## src/rtl/ascon_stream_sequencer.sv

```systemverilog
// Feeds AD then MSG blocks from a source into an Ascon core through one holding register.
// It collects the ciphertext and the tag, and traps to an error state when progress stalls.
module ascon_stream_sequencer #(
    parameter int pCNT_W   = 8,
    parameter int pTIMEOUT = 4096
) (
    input  logic              usb_clk_buf,
    input  logic              resetn,
    input  logic              sw_abort,
    input  logic              cfg_start,
    input  logic [pCNT_W-1:0] cfg_ad_blocks,
    input  logic [pCNT_W-1:0] cfg_msg_blocks,
    input  logic [4:0]        cfg_ad_last_bytes,
    input  logic [4:0]        cfg_msg_last_bytes,
    input  logic              src_valid,
    input  logic [127:0]      src_data,
    output logic              src_ready,
    output logic              src_sel,
    output logic              core_start,
    output logic              core_valid,
    output logic [127:0]      core_data,
    output logic              core_last,
    output logic              core_eot,
    output logic              core_sel,
    output logic [4:0]        core_valid_bytes,
    input  logic              core_read,
    input  logic              core_ct_valid,
    input  logic [127:0]      core_ct,
    input  logic              core_ready_tag,
    input  logic [127:0]      core_tag,
    output logic              ct_valid,
    output logic [127:0]      ct_data,
    output logic [pCNT_W-1:0] ct_idx,
    output logic              tag_valid,
    output logic [127:0]      tag,
    output logic              busy,
    output logic              done,
    output logic              err_timeout,
    output logic [2:0]        fsm_state
);
    typedef enum logic [2:0] {
        S_IDLE     = 3'd0,
        S_START    = 3'd1,
        S_AD       = 3'd2,
        S_MSG      = 3'd3,
        S_WAIT_TAG = 3'd4,
        S_DONE     = 3'd5,
        S_ERR      = 3'd6
    } state_t;

    localparam logic [pCNT_W-1:0] ONE     = pCNT_W'(1);
    localparam logic [15:0]       TO_LAST = 16'(pTIMEOUT - 1);

    state_t              state;
    logic                hold_full;
    logic [127:0]        hold_data;
    logic [pCNT_W-1:0]   blk_cnt;
    logic [pCNT_W-1:0]   ct_cnt;
    logic [15:0]         to_cnt;
    logic [pCNT_W-1:0]   ad_blocks;
    logic [pCNT_W-1:0]   msg_blocks;
    logic [4:0]          ad_last;
    logic [4:0]          msg_last;

    logic                in_blk;
    logic [pCNT_W-1:0]   cls_blocks;
    logic                is_last;
    logic [4:0]          last_bytes;
    logic                src_fire;
    logic                rd_fire;
    logic                ct_fire;
    logic                timed;
    logic                activity;

    // An empty message still occupies one (zero-byte) block.
    assign in_blk     = (state == S_AD) || (state == S_MSG);
    assign cls_blocks = (state == S_AD) ? ad_blocks : ((msg_blocks == '0) ? ONE : msg_blocks);
    assign is_last    = (blk_cnt == cls_blocks - ONE);
    assign last_bytes = (state == S_AD) ? ad_last : ((msg_blocks == '0) ? 5'd0 : msg_last);
    assign src_fire   = src_valid && src_ready;
    assign rd_fire    = in_blk && hold_full && core_read;
    assign ct_fire    = core_ct_valid && ((state == S_MSG) || (state == S_WAIT_TAG));
    assign timed      = in_blk || (state == S_WAIT_TAG);
    assign activity   = src_fire || rd_fire || ct_fire || ((state == S_WAIT_TAG) && core_ready_tag);

    assign src_ready        = in_blk && !hold_full && (blk_cnt < cls_blocks);
    assign src_sel          = (state == S_MSG);
    assign core_start       = (state == S_START);
    assign core_valid       = in_blk && hold_full;
    assign core_data        = core_valid ? hold_data : '0;
    assign core_last        = core_valid && is_last;
    assign core_eot         = core_valid && is_last && (state == S_MSG);
    assign core_sel         = (state == S_MSG);
    assign core_valid_bytes = core_valid ? (is_last ? last_bytes : 5'd16) : 5'd0;
    assign busy             = (state != S_IDLE);
    assign done             = (state == S_DONE);
    assign fsm_state        = state;

    always_ff @(posedge usb_clk_buf or negedge resetn) begin
        if (!resetn) begin
            state       <= S_IDLE;
            hold_full   <= 1'b0;
            hold_data   <= '0;
            blk_cnt     <= '0;
            ct_cnt      <= '0;
            to_cnt      <= '0;
            ad_blocks   <= '0;
            msg_blocks  <= '0;
            ad_last     <= '0;
            msg_last    <= '0;
            ct_valid    <= 1'b0;
            ct_data     <= '0;
            ct_idx      <= '0;
            tag_valid   <= 1'b0;
            tag         <= '0;
            err_timeout <= 1'b0;
        end else if (sw_abort) begin
            state       <= S_IDLE;
            hold_full   <= 1'b0;
            blk_cnt     <= '0;
            ct_cnt      <= '0;
            to_cnt      <= '0;
            ct_valid    <= 1'b0;
            err_timeout <= 1'b0;
        end else begin
            ct_valid <= ct_fire;
            if (ct_fire) begin
                ct_data <= core_ct;
                ct_idx  <= ct_cnt;
                ct_cnt  <= ct_cnt + ONE;
            end
            // Any handshake counts as progress, so a read on the expiry cycle still wins.
            if (timed) begin
                if (activity) begin
                    to_cnt <= '0;
                end else if (to_cnt == TO_LAST) begin
                    to_cnt      <= '0;
                    state       <= S_ERR;
                    err_timeout <= 1'b1;
                end else begin
                    to_cnt <= to_cnt + 16'd1;
                end
            end
            case (state)
                S_IDLE: begin
                    if (cfg_start) begin
                        ad_blocks   <= cfg_ad_blocks;
                        msg_blocks  <= cfg_msg_blocks;
                        ad_last     <= cfg_ad_last_bytes;
                        msg_last    <= cfg_msg_last_bytes;
                        tag_valid   <= 1'b0;
                        err_timeout <= 1'b0;
                        ct_cnt      <= '0;
                        blk_cnt     <= '0;
                        to_cnt      <= '0;
                        state       <= S_START;
                    end
                end
                S_START: begin
                    blk_cnt   <= '0;
                    hold_full <= 1'b0;
                    state     <= (ad_blocks != '0) ? S_AD : S_MSG;
                end
                S_AD, S_MSG: begin
                    if (src_fire) begin
                        hold_full <= 1'b1;
                        hold_data <= src_data;
                    end
                    if (rd_fire) begin
                        hold_full <= 1'b0;
                        if (is_last) begin
                            blk_cnt <= '0;
                            state   <= (state == S_AD) ? S_MSG : S_WAIT_TAG;
                        end else begin
                            blk_cnt <= blk_cnt + ONE;
                        end
                    end
                end
                S_WAIT_TAG: begin
                    if (core_ready_tag) begin
                        tag       <= core_tag;
                        tag_valid <= 1'b1;
                        state     <= S_DONE;
                    end
                end
                S_DONE: state <= S_IDLE;
                default: ;
            endcase
        end
    end
endmodule
```

## config.mk

```make
export PLATFORM = sky130hd
export DESIGN_NAME = ascon_stream_sequencer
export DESIGN_NICKNAME = d
export VERILOG_FILES = /design/src/rtl/ascon_stream_sequencer.sv
export SDC_FILE = /design/constraint.sdc
export NUM_CORES = 1
export LEC_CHECK = 0
export CAP_MARGIN = 20
export CORE_AREA = 5 5 319 321
export CTS_CLUSTER_SIZE = 30
export DETAILED_ROUTE_END_ITERATION = 8
export DIE_AREA = 0 0 324 326
export PLACE_DENSITY_LB_ADDON = 0.25
export RECOVER_POWER = 25
export SLEW_MARGIN = 5
export SYNTH_ARGS = -nofsm -noshare
export SYNTH_HDL_FRONTEND = slang
export SYNTH_SLANG_ARGS = --single-unit
export TNS_END_PERCENT = 1
```

## constraint.sdc

```tcl
create_clock -name usb_clk_buf -period 4.3 [get_ports usb_clk_buf]
set_clock_uncertainty 0.1 [all_clocks]
set_input_delay 0.645 -clock usb_clk_buf [delete_from_list [all_inputs] [get_ports usb_clk_buf]]
set_output_delay 0.645 -clock usb_clk_buf [all_outputs]
set_load 0.05 [all_outputs]
```

==> impl_results.md <==
- Status: finished with violations
- Violated checks: capacitance limit, slew limit
- Post-Place Cell Area: 29,400 µm²
- Final count of hold timing violations: 0
- Via count: 15,100
- CP Class: reg2out
- # nets final: 2,699
- Top FF cell, synth: dfrtp_1
- Synth Area per Inst: 13.6 µm²
- Final Slew Violations: 75
- CP Max Fanout: 13
- Initial antenna violation count: 20
- Reg clk slew, reported paths: 0.06 ns
- Multiplexer share of the synthesized area: 24.7%
- HP Class: reg2reg
- DRC: 0
- Worst VDD drop: 298 µV
- Reg power frac: 41.1%
- Port bufs: 829
- Largest net degree at the start of global routing: 99
- Max-Cap Viols: 1
- Gpl congestion: 0.839
- Dpl hpwl: 60,600 µm
- Die Width: 324 µm
- Top post-synthesis cells by area: dfrtp_1, mux2_2, mux2_1, and3_1, clkbuf_1
- Startpoint Class: flip-flop
- Starting density of the core: 19.6%
- Final setup vio count: 0
- Drt total wl: 78,000 µm
- Sequential share of the synthesized area: 59.0%
- DRT Pass-1 Iters: 5
- Worst Path Required: 3.56 ns
- TritonCTS buffer count: 55
- Synth top area share: 59.0%
- Switch Pwr: 4.08 mW
- Via/cell ratio: 4.17
- Overall power: 13.4 mW
- Die height: 326 µm
- Antenna viol nets, final: 0
- GRT Total Usage: 14.2%
- Compound-gate portion of the synthesized area: 3.16%
- CP Data Arrival Time: 3.37 ns
- Cells after Synth: 1,422
- FF-to-FF path depth: 11
- CP endpoint: core_valid_bytes[4]
- RR Endpoint: hold_data[56]
- Worst R2R Start: fsm_state[2]
- Area delta synth->final: 62.6%
- Ports: 830
- Distinct cells, synth: 65
- CTS sink cnt: 457
- Core ar.: 99,000 µm²
- Mapped cell area: 19,400 µm²
- Clock power share: 35.6%
- CTS tree: done
- Pleak: 14.0 nW
- Slew headroom: -50.6%
- First-pass GRT wire length: 112,000 µm
- Clock Root Buffer: clkbuf_16
- Fmax: 0.243 GHz
- Fraction of layout cells with a size suffix above 1: 21.3%
- Post-layout min period: 4.12 ns
- Crit path capture type: output pin
- Final period util: 95.8%
- P_int: 9.28 mW
- WL/cell: 21.5 µm
- Syn nets: 1,849
- Worst-Skew Late Latency: 0.62 ns
- H-tree levels: 2
- Post-synth EDFFs: 0
- Setup TNS: 0 ns
- Combinational fraction of design power: 23.3%
- Congestion Overflow GR: 0
- Max clock buf depth: 3
- Synth area leader: dfrtp_1
- Row cnt: 116
- CP startpoint: fsm_state[2]
- Main combinational cell family by area after synthesis: multiplexers
- PD cells: 424 nW/µm²
- Worst Max-Slew Pin Slew: 2.26 ns
- Die area: 106,000 µm²
- Simple-Gate Fraction of Synth Area: 9.20%
- 1st-iter DRT viols: 636
- Worst reg2reg setup slack: 0.37 ns
- Design area: 31,500 µm²
- Ys async rst share: 100%
- XOR/XNOR share of the synthesized area: 0.633%
- FILL cells: 9,971
- #FFs+latches synth: 457
- Most common cell after layout, fill and taps aside: clkdlybuf4s50_1
- Yosys Warn Count: 0
- Post-Synth Adder-Cell Area: 0.691%
- Vias in the first global route: 16,400
- Most frequent cells in the layout: clkdlybuf4s50_1, dfrtp_1, mux2_2
- Sw frac: 30.6%
[worst min-delay path by stage]
stage	start	endpoint	slack, ns	depth (start not counted)
6_report	hold_data[66]	hold_data[66]	0.38	1
5_1_grt	hold_data[96]	hold_data[96]	0.39	1
4_1_cts	hold_data[77]	hold_data[77]	0.38	1
3_5_place_dp	hold_data[13]	hold_data[13]	0.37	1
3_3_place_gp	hold_data[85]	hold_data[85]	0.36	1
2_1_floorplan	resetn	ad_blocks[0]	0.25	0
[metrics by stage]
stage	worst slack (ns)	util, %	instances	hold WS, ns
3_5_place_dp	0.291	29.8	3503	0.368
6_report	0.180	31.8	3623	0.377
5_1_grt	-0.0435	31.8	3619	0.388
3_3_place_gp	0.361	29.8	3503	0.360
2_1_floorplan	0.247	-	1422	0.249
4_1_cts	0.00984	31.7	3604	0.381
[cell families (layout without fill, tap and decap cells)]
| family | Yosys count | count (layout) |
|---|---|---|
| simple gates | 322 | 323 |
| xor+xnor | 14 | 14 |
| other cells | 0 | 10 |
| compound gates | 89 | 89 |
| mux | 424 | 424 |
| buf+inv | 105 | 997 |
| flops | 457 | 457 |
| fa+ha+maj | 11 | 11 |
[cell usage after synthesis (all sizes together) (2+ instances only)]
| library cell | instances |
|---|---|
| dfrtp | 457 |
| mux2 | 417 |
| and3 | 134 |
| clkbuf | 74 |
| nand2 | 54 |
| nor2 | 39 |
| nand3 | 23 |
| buf | 20 |
| o21ai | 20 |
| a21oi | 19 |
| nor3 | 19 |
| a31oi | 11 |
| inv | 11 |
| ha | 9 |
| nor4 | 9 |
| and2 | 8 |
| xor2 | 8 |
| mux2i | 7 |
| a22oi | 6 |
| nor2b | 6 |
| or3 | 6 |
| xnor2 | 6 |
| nor3b | 5 |
| a21o | 4 |
| nand4 | 4 |
| o211ai | 4 |
| o22ai | 3 |
| a211o | 2 |
| a211oi | 2 |
| a31o | 2 |
| a32oi | 2 |
| and4 | 2 |
| maj3 | 2 |
| nand2b | 2 |
| nand4b | 2 |
| nor4b | 2 |
| o31ai | 2 |
| or2 | 2 |
| or4 | 2 |
[metal layers]
layer,vias up,global-route usage [%],wire length (µm)
met5,-,0,92
met4,14,5.85,3010
met3,124,4.82,6380
met2,549,25.5,40900
met1,7622,15.1,27700
li1,6802,-,-
[sequential cells by signal (all words and copies together) (netlist names)]
signal	cells
blk_cnt	8
ct_cnt	8
msg_blocks	8
ad_last	5
ct_data	128
ct_idx	8
ad_blocks	8
hold_data	128
hold_full	1
to_cnt	16
tag_valid	1
msg_last	5
ct_valid	1
err_timeout	1
tag	128
fsm_state	3
[layout make-up]
| cell class | count | area [µm²] | share of cell area [%] |
|---|---|---|---|
| timing repair buffer | 886 | 8930 | 28.4 |
| clock buffer | 86 | 1650 | 5.25 |
| inverter | 11 | 41.3 | 0.131 |
| antenna | 10 | 25.0 | 0.0794 |
| tap | 1298 | 1620 | 5.15 |
| clock inverter | 14 | 193 | 0.612 |
| multi-input combinational | 861 | 7600 | 24.1 |
| sequential | 457 | 11400 | 36.3 |
[worst max-delay path, stage by stage (launching register included)]
cell      delay (ns)
dfrtp_1         0.46
nor3b_4         0.34
buf_6           0.25
mux2i_1         0.30
xor2_1          0.24
o21ai_0         0.13
o22ai_2         0.33
nor3_4          0.08
buf_4           0.16
a21boi_1        0.21
buf_4           0.26
[power groups by stage]
stage	clock [mW]	combinational, mW	sequential, mW
2_1_floorplan	0	0.958	6.23
3_3_place_gp	0	3.04	5.53
5_1_grt	5.12	3.30	5.58
4_1_cts	4.97	3.11	5.48
6_report	4.76	3.11	5.49
3_5_place_dp	0	3.09	5.55
[what timing repair did]
action,4_1_cts,5_1_grt
hold buffers,1,0
setup buffers,0,8
pin swaps,0,6
endpoints found under the hold margin,68,0
resized for setup,14,20
cloned,0,1
endpoints found under the setup margin,8,8
(Power assumes the default switching activity.)
